**config.mk**
```make
export PLATFORM = sky130hd
export DESIGN_NAME = iz_neuron_array
export DESIGN_NICKNAME = d
export VERILOG_FILES = /design/src/rtl/iz_neuron_array.sv
export SDC_FILE = /design/constraint.sdc
export NUM_CORES = 2
export LEC_CHECK = 0
export CAP_MARGIN = 40
export CORE_MARGIN = 2
export CORE_UTILIZATION = 55
export CTS_CLUSTER_DIAMETER = 100
export DETAILED_ROUTE_END_ITERATION = 6
export PLACE_DENSITY = 0.81
export RECOVER_POWER = 50
export SLEW_MARGIN = 25
export SYNTH_ARGS = -nofsm -noshare
export SYNTH_HDL_FRONTEND = slang
export SYNTH_SLANG_ARGS = --single-unit
```
**constraint.sdc**
```tcl
create_clock -name i_clk -period 14.5 [get_ports i_clk]
set_input_delay 2.175 -clock i_clk [delete_from_list [all_inputs] [get_ports i_clk]]
set_output_delay 2.175 -clock i_clk [all_outputs]
set_load 0.01 [all_outputs]
```
**src/rtl/iz_neuron_array.sv**
```systemverilog
// Time-multiplexed Izhikevich neuron array: one shared Euler datapath walks every
// neuron once per step pulse and reports spikes through a valid/ready event port.
module iz_neuron_array #(
  parameter int NUM_NEURONS = 8,
  parameter int WIDTH       = 16,
  parameter int FRAC_BITS   = 6,
  parameter int PARAM_FRAC  = 8,
  parameter int DT_SHIFT    = 2,
  parameter int IDX_W       = $clog2(NUM_NEURONS)
) (
  input  logic             i_clk,
  input  logic             i_rst_n,
  input  logic             i_step,
  input  logic             i_param_we,
  input  logic [IDX_W-1:0] i_param_idx,
  input  logic [2:0]       i_param_sel,
  input  logic [WIDTH-1:0] i_param_data,
  output logic [IDX_W-1:0] o_stim_addr,
  input  logic [7:0]       i_stim_data,
  output logic             o_spike_valid,
  input  logic             i_spike_ready,
  output logic [IDX_W-1:0] o_spike_idx,
  output logic             o_busy,
  output logic             o_step_done,
  output logic             o_step_overrun
);
  localparam int XW = 2*WIDTH + 8;
  typedef logic signed [WIDTH-1:0] word_t;
  typedef logic signed [XW-1:0]    wide_t;

  localparam word_t V_RST  = word_t'(-70 * (1 << FRAC_BITS));
  localparam word_t A_RST  = word_t'(5);
  localparam word_t B_RST  = word_t'(51);
  localparam word_t C_RST  = word_t'(-65 * (1 << FRAC_BITS));
  localparam word_t D_RST  = word_t'(8 * (1 << FRAC_BITS));
  localparam word_t V_PEAK = word_t'(30 * (1 << FRAC_BITS));
  localparam wide_t K_SQ   = wide_t'(41);
  localparam wide_t K_LIN  = wide_t'(5);
  localparam wide_t K_REST = wide_t'(140 * (1 << FRAC_BITS));
  localparam wide_t S_MAX  = wide_t'((1 << (WIDTH-1)) - 1);
  localparam wide_t S_MIN  = wide_t'(-(1 << (WIDTH-1)));

  typedef enum logic [2:0] {S_IDLE, S_FETCH, S_UPDATE, S_EMIT, S_DONE} state_t;

  function automatic wide_t sx(input word_t x);
    return {{(XW-WIDTH){x[WIDTH-1]}}, x};
  endfunction

  function automatic word_t sat(input wide_t x);
    if (x > S_MAX)      sat = {1'b0, {(WIDTH-1){1'b1}}};
    else if (x < S_MIN) sat = {1'b1, {(WIDTH-1){1'b0}}};
    else                sat = x[WIDTH-1:0];
  endfunction

  state_t           r_state, w_state_nxt;
  logic [IDX_W-1:0] r_idx;
  logic             r_ovr;
  word_t            r_v [NUM_NEURONS];
  word_t            r_u [NUM_NEURONS];
  word_t            r_a [NUM_NEURONS];
  word_t            r_b [NUM_NEURONS];
  word_t            r_c [NUM_NEURONS];
  word_t            r_d [NUM_NEURONS];
  word_t            r_cv, r_cu, r_ca, r_cb, r_cc, r_cd;

  wide_t w_v, w_u, w_a, w_b, w_d, w_stim, w_dv, w_bv, w_du;
  word_t w_v_nxt, w_u_nxt;
  logic  w_spike, w_last, w_wr, w_idx_ok;

  // Non-power-of-two arrays leave unused index codes that must not be written.
  if (NUM_NEURONS == (1 << IDX_W)) begin : g_idx_full
    assign w_idx_ok = 1'b1;
  end else begin : g_idx_part
    assign w_idx_ok = ({1'b0, i_param_idx} < (IDX_W+1)'(NUM_NEURONS));
  end

  assign w_wr   = i_param_we && (r_state == S_IDLE) && w_idx_ok && (i_param_sel < 3'd6);
  assign w_last = (r_idx == IDX_W'(NUM_NEURONS-1));

  always_comb begin
    w_v     = sx(r_cv);
    w_u     = sx(r_cu);
    w_a     = sx(r_ca);
    w_b     = sx(r_cb);
    w_d     = sx(r_cd);
    w_stim  = {{(XW-8){1'b0}}, i_stim_data} << FRAC_BITS;
    w_dv    = ((K_SQ * w_v * w_v) >>> 16) + K_LIN * w_v + K_REST - w_u + w_stim;
    w_bv    = (w_b * w_v) >>> PARAM_FRAC;
    w_du    = (w_a * (w_bv - w_u)) >>> PARAM_FRAC;
    w_spike = (r_cv >= V_PEAK);
    if (w_spike) begin
      w_v_nxt = r_cc;
      w_u_nxt = sat(w_u + w_d);
    end else begin
      w_v_nxt = sat(w_v + (w_dv >>> DT_SHIFT));
      w_u_nxt = sat(w_u + (w_du >>> DT_SHIFT));
    end
  end

  always_comb begin
    w_state_nxt = r_state;
    case (r_state)
      S_IDLE:   if (i_step) w_state_nxt = S_FETCH;
      S_FETCH:  w_state_nxt = S_UPDATE;
      S_UPDATE: w_state_nxt = w_spike ? S_EMIT : (w_last ? S_DONE : S_FETCH);
      S_EMIT:   if (i_spike_ready) w_state_nxt = w_last ? S_DONE : S_FETCH;
      S_DONE:   w_state_nxt = S_IDLE;
      default:  w_state_nxt = S_IDLE;
    endcase
  end

  always_ff @(posedge i_clk or negedge i_rst_n) begin
    if (!i_rst_n) begin
      r_state <= S_IDLE;
      r_idx   <= '0;
      r_ovr   <= 1'b0;
      r_cv    <= '0;
      r_cu    <= '0;
      r_ca    <= '0;
      r_cb    <= '0;
      r_cc    <= '0;
      r_cd    <= '0;
    end else begin
      r_state <= w_state_nxt;
      if (r_state == S_DONE)
        r_idx <= '0;
      else if (r_state != S_IDLE && w_state_nxt == S_FETCH)
        r_idx <= r_idx + IDX_W'(1);
      if (i_step && r_state != S_IDLE)
        r_ovr <= 1'b1;
      if (r_state == S_FETCH) begin
        r_cv <= r_v[r_idx];
        r_cu <= r_u[r_idx];
        r_ca <= r_a[r_idx];
        r_cb <= r_b[r_idx];
        r_cc <= r_c[r_idx];
        r_cd <= r_d[r_idx];
      end
    end
  end

  // Loader writes (IDLE only) and datapath write-back (UPDATE only) never overlap.
  always_ff @(posedge i_clk or negedge i_rst_n) begin
    if (!i_rst_n) begin
      for (int k = 0; k < NUM_NEURONS; k++) begin
        r_v[k] <= V_RST;
        r_u[k] <= '0;
        r_a[k] <= A_RST;
        r_b[k] <= B_RST;
        r_c[k] <= C_RST;
        r_d[k] <= D_RST;
      end
    end else if (w_wr) begin
      case (i_param_sel)
        3'd0:    r_a[i_param_idx] <= i_param_data;
        3'd1:    r_b[i_param_idx] <= i_param_data;
        3'd2:    r_c[i_param_idx] <= i_param_data;
        3'd3:    r_d[i_param_idx] <= i_param_data;
        3'd4:    r_v[i_param_idx] <= i_param_data;
        3'd5:    r_u[i_param_idx] <= i_param_data;
        default: ;
      endcase
    end else if (r_state == S_UPDATE) begin
      r_v[r_idx] <= w_v_nxt;
      r_u[r_idx] <= w_u_nxt;
    end
  end

  assign o_stim_addr    = r_idx;
  assign o_spike_idx    = r_idx;
  assign o_spike_valid  = (r_state == S_EMIT);
  assign o_busy         = (r_state != S_IDLE);
  assign o_step_done    = (r_state == S_DONE);
  assign o_step_overrun = r_ovr;
endmodule

```
### After elaboration in Yosys (flattened, before gate mapping)

Cells that the tools add are included.

| operators by class | value |
|---|---|
| add/sub/neg operators | 9 |
| multiply operators | 5 |
| magnitude comparators | 12 |
| eq/ne operators | 13 |
| muxes and demuxes | 51 |
| bitwise gates (word level) | 2 |
| reduce and logical (&&, ||, !) cells | 17 |

Operators by type and width:

| operator | count |
|---|---|
| 128-bit bitwise mux | 8 |
| 128-bit two-way mux | 6 |
| 16-bit two-way mux | 22 |
| 16-bit binary-select mux with 3-bit select | 6 |
| 16-bit demux with 3-bit select | 2 |
| 16-bit by 25-bit multiplier with 40-bit output | 1 |
| 23-bit by 16-bit multiplier with 39-bit output | 1 |
| 16-bit by 16-bit multiplier with 32-bit output | 1 |
| 16-bit by 30-bit adder with 31-bit output | 1 |
| 31-bit by 16-bit > comparator with 1-bit output (second input constant) | 1 |
| 31-bit by 16-bit < comparator with 1-bit output (second input constant) | 1 |
| 26-bit by 15-bit adder with 27-bit output | 1 |
| 16-bit by 25-bit adder with 26-bit output | 1 |
| 26-bit by 16-bit > comparator with 1-bit output (second input constant) | 1 |
| 26-bit by 16-bit < comparator with 1-bit output (second input constant) | 1 |
| 25-bit by 16-bit subtractor with 26-bit output | 1 |
| 24-bit by 15-bit adder with 25-bit output (second input constant) | 1 |
| 24-bit by 16-bit subtractor with 25-bit output | 1 |
| 23-bit by 20-bit adder with 24-bit output | 1 |
| 7-bit by 16-bit multiplier with 23-bit output (first input constant) | 1 |
| 4-bit by 16-bit multiplier with 20-bit output (first input constant) | 1 |
| 3-bit two-way mux | 6 |
| 16-bit by 16-bit adder with 17-bit output | 1 |
| 17-bit by 16-bit > comparator with 1-bit output (second input constant) | 1 |
| other kinds (17) | 41 |

| storage, ports and cells | value |
|---|---|
| register bits | 871 |
| bits of input ports | 35 |
| output and inout bits | 10 |

### Depth between registers and ports, before layout

| logic depth | value |
|---|---|
| depth in word-level cells | 14 |
| gate-level depth with buffers | 71 |

### Worst setup path before layout

No wires, ideal clock.

| path | value |
|---|---|
| path type | reg2reg |
| start | register r_cv[1] |
| end | register r_u[36] (netlist name) |
| data arrival time | 16.022 ns |
| slack | -1.599 ns |
| stages on the path, launching flop included | 70 |
| period minus slack after synthesis | 16.099 ns |
| cells stage by stage | dfrtp_1 clkbuf_1 clkbuf_1 nand2_1 fa_1 fa_1 fa_1 inv_1 fa_1 fa_1 inv_1 fa_1 inv_1 ha_1 a21o_1 a21oi_1 inv_1 and3_1 [34 not listed] nor2_1 xnor2_1 ha_1 clkbuf_1 and2_1 and3_1 a22o_1 nor3_1 nor4_1 o31a_1 xnor2_1 or4_1 o41ai_4 buf_6 a21oi_2 or2_1 buf_6 o21ai_1 |

| between the ends | value |
|---|---|
| cells in the longest elaborated chain, start to end | 11 |

RTL lines:

| element | RTL line | text |
|---|---|---|
| from (decl) | 64 | `word_t r_cv, r_cu, r_ca, r_cb, r_cc, r_cd;` |
| from (signal assigned) | 132 | `r_cv <= r_v[r_idx];` |
| 16-bit by 16-bit multiplier with 32-bit output | 88 | `w_bv = (w_b * w_v) >>> PARAM_FRAC;` |
| 24-bit by 16-bit subtractor with 25-bit output | 89 | `w_du = (w_a * (w_bv - w_u)) >>> PARAM_FRAC;` |
| 16-bit by 25-bit multiplier with 40-bit output | 89 |  |
| 16-bit by 30-bit adder with 31-bit output | 96 | `w_u_nxt = sat(w_u + (w_du >>> DT_SHIFT));` |
| 31-bit by 16-bit < comparator with 1-bit output | 51 | `else if (x < S_MIN) sat = {1'b1, {(WIDTH-1){1'b0}}};` |
| 16-bit two-way mux | 51 |  |
| 16-bit two-way mux | 50 | `if (x > S_MAX) sat = {1'b0, {(WIDTH-1){1'b1}}};` |
| 16-bit two-way mux * | 91 | `if (w_spike) begin` |
| 128-bit bitwise mux * | 165 | `r_u[r_idx] <= w_u_nxt;` |
| 128-bit two-way mux * | 163 | `end else if (r_state == S_UPDATE) begin` |
| 128-bit two-way mux * | 153 | `end else if (w_wr) begin` |
| to (signal, indexed assignment) | 160 | `3'd5: r_u[i_param_idx] <= i_param_data;` |
| to (signal, indexed assignment) | 165 |  |
| to (decl) | 59 | `word_t r_u [NUM_NEURONS];` |

Mark *: on every way between the ends. The rest lies on a longest branch, timed or not. The select of a mux whose other input is x is not followed.
A chain may end at the register's enable or synchronous reset.

### Worst setup path in the final report

| path | value |
|---|---|
| start | register r_cv[1] |
| end | register r_u[10] (netlist name) |

The elaborated chain is that of the path after synthesis.

==> results.cfg <==
[setup_path]
cpPeakStageDelay_ns = 0.54
cpMostUsedCell = fa_1
rrSetupSlack_ns = -1.33
worstPathRequired_ns = 15.06
crit_slowest_cell = fa_1
arrival_ns = 16.39
end_kind = register
start_kind = register
path_max_fanout = 8
cp_top_family = adder cells
critPathKind = register to register
cp_num_buf_inv = 13

[floorplanning]
io_pins = 45
core_region_area_um2 = 154200
dieArea_um2 = 158600
die_w_um = 398.2
std_cell_rows = 144
die_y_um = 398.2
start_util = 0.5543

[place]
numPortBuffers = 44
dpl_cell_area_um2 = 94410
place_congestion = 0.9382
hpwl_um = 177400

[yosys]
seq_area_frac_synth = 0.2577
ys_warn_count = 0
syn-cell-area_um2 = 85480
synth_cell_types = 87
synth-async-reset-ratio = 1.000
synth_seq_cells = 871
synth_nets = 9735
synth-main-ff-cell = dfrtp_1
avgSynthCellArea_um2 = 10.51
synth_cells = 8132
synth-edff-count = 0

[finish]
design_area_um2 = 101000
utilization = 0.6550
final_common_cell = inv_1
layout-drive-gt1-share = 0.2951
nNetsFinal = 10418
area_growth_pct = 18.17
layout_common_cells = 1236 x inv_1, 1042 x fa_1, 872 x buf_4, 672 x dfrtp_1, 622 x nand2_1

[timing]
fmaxAchievable_ghz = 0.06316
finalCriticalPeriod_ns = 15.83
finalCritPeriodShare = 1.092
rsz0062_at_grt = true
setup_tns_ns = -262.34
worst_slack_ns = -1.332
setup_viol = 256
tightest_slew_ns = 4.594
finalHoldViolations = 0
relSlewSlack = -2.062
finalClockSkew_ns = 0.04114
drv_slew = 904

[flow_run]
maxCapViolations = 18

[cts]
cts_tree = built
cts_sinks = 871
clk_latency_ns = 0.69
numCtsBuffers = 82
cts_buffer_depth = 3
clock-root-buffer = clkbuf_16
h-tree-depth = 3
path_clk_slew_ns = 0.06

[global_route]
grt_pass1_vias = 72158
grt_max_degree = 131
grt_pass1_wl_um = 394700
grt_overflow = 0
antenna_found_initial = 8
grtUsageTotal = 0.3160

[drt]
wl_per_cell_um = 23.32
vias = 67550
drtIter0Drc = 7315
wl_um = 255000
drc_errors = 4
viasPerCell = 6.179
first_pass_iters = 7
ant_nets = 0

[run_status]
status = finished, violations left
violations = design-rule violations, max-capacitance violations, max-slew violations, negative setup slack

[min_path]
hold_path.class = register to register
==> registers in the layout, indices dropped and copies added (netlist names), 3 cells and up <==
register,cells
r_a,128
r_b,128
r_u,128
r_cd,16
o_spike_idx,3
r_cc,16
r_cv,16
r_cu,16
r_v,128
r_state,3
r_c,128
r_d,128
r_ca,16
r_cb,16
==> cell families (layout without fill, tap and decap cells) <==
group | Yosys count | in the layout | share of synthesized area
multiplexers | 805 | 805 | 0.1299
XOR/XNOR | 209 | 209 | 0.02141
AND/OR/NAND/NOR | 1762 | 1762 | 0.09981
AO/OA/AOI/OAI | 1168 | 1169 | 0.09060
adder cells (fa/ha/maj) | 1568 | 1568 | 0.3229
flip-flops | 871 | 871 | 0.2577
buffers and inverters | 1749 | 2498 | 0.07772
other | 0 | 7 | 0
==> cell usage after synthesis (120+ instances only) <==
master    number  share of area
nand2_1      641          0.028
dfrtp_1      687           0.20
a32oi_1      120          0.012
mux2_2       512          0.067
clkbuf_1     435          0.019
nor2_1       312          0.014
dfstp_2      184          0.057
o21ai_0      186          0.011
mux4_2       192          0.051
ha_1         504          0.074
fa_1        1064           0.25
and2_1       402          0.029
inv_1       1256          0.055
xnor2_1      154          0.016
a21oi_1      252          0.015
==> repair_timing <==
| item | in CTS | in global routing |
|---|---|---|
| gates cloned | 4 | 5 |
| setup endpoints to repair | 256 | 256 |
| pin swaps | 245 | 213 |
| hold buffers | 0 | 0 |
| gates resized for setup | 351 | 345 |
| setup buffers | 75 | 38 |
==> cell type report <==
| cell class | count | area [um2] |
|---|---|---|
| tap | 2044 | 2557 |
| clock buffer | 125 | 2437 |
| clock inverter | 26 | 344.1 |
| inverter | 1259 | 4726 |
| fill | 10771 | 53210 |
| multi-input combinational | 5513 | 59730 |
| timing repair buffer | 1088 | 9156 |
| antenna | 7 | 17.52 |
| sequential | 871 | 22050 |
==> worst register-to-register path: cells and delay by family (launching register included) <==
family / cells / cell delay, ns
adders and majority gates: 16 / 7.27
buffers and inverters: 13 / 1.29
xor gates and xnor gates: 3 / 0.43
DFF: 1 / 0.46
AOI/OAI and AO/OA: 19 / 3.78
and+or+nand+nor: 13 / 2.45
==> per-stage QoR <==
step | setup slack [ns] | hold WS (ns) | cells
2_1_floorplan | -0.3795 | 0.4446 | 8132
3_3_place_gp | -1.056 | 0.4449 | 10584
3_5_place_dp | -1.299 | 0.4557 | 10632
6_report | -1.332 | 0.4589 | 10933
4_1_cts | -0.9463 | 0.4701 | 10861
5_1_grt | -1.809 | 0.4852 | 10932
==> routing by layer <==
metal / share of wire / up-vias / global-route usage
met5: 0.00010 / - / 0
met4: 0.060 / 4 / 0.1598
met3: 0.096 / 1160 / 0.06329
met2: 0.48 / 3976 / 0.5233
met1: 0.36 / 34227 / 0.3954
li1: - / 28183 / -
==> final timing paths <==
kind                                       startpoint                         end  cells after the start
setup / recovery                  r_cv[1]$_DFFE_PN0P_         r_u[10]$_DFFE_PN0P_                     64
hold reg to reg            o_step_overrun$_DFFE_PN0P_  o_step_overrun$_DFFE_PN0P_                      1
hold / removal             o_step_overrun$_DFFE_PN0P_  o_step_overrun$_DFFE_PN0P_                      1
max in group asynchronous                     i_rst_n        r_cb[11]$_DFFE_PN0P_                      5
min in group asynchronous                     i_rst_n         r_a[29]$_DFFE_PN0P_                      1
setup reg to reg                  r_cv[1]$_DFFE_PN0P_         r_u[10]$_DFFE_PN0P_                     64
Power is left out: the tool's default activity adds up to more than one toggle a clock period on the data nets, which glitch-free logic cannot reach.
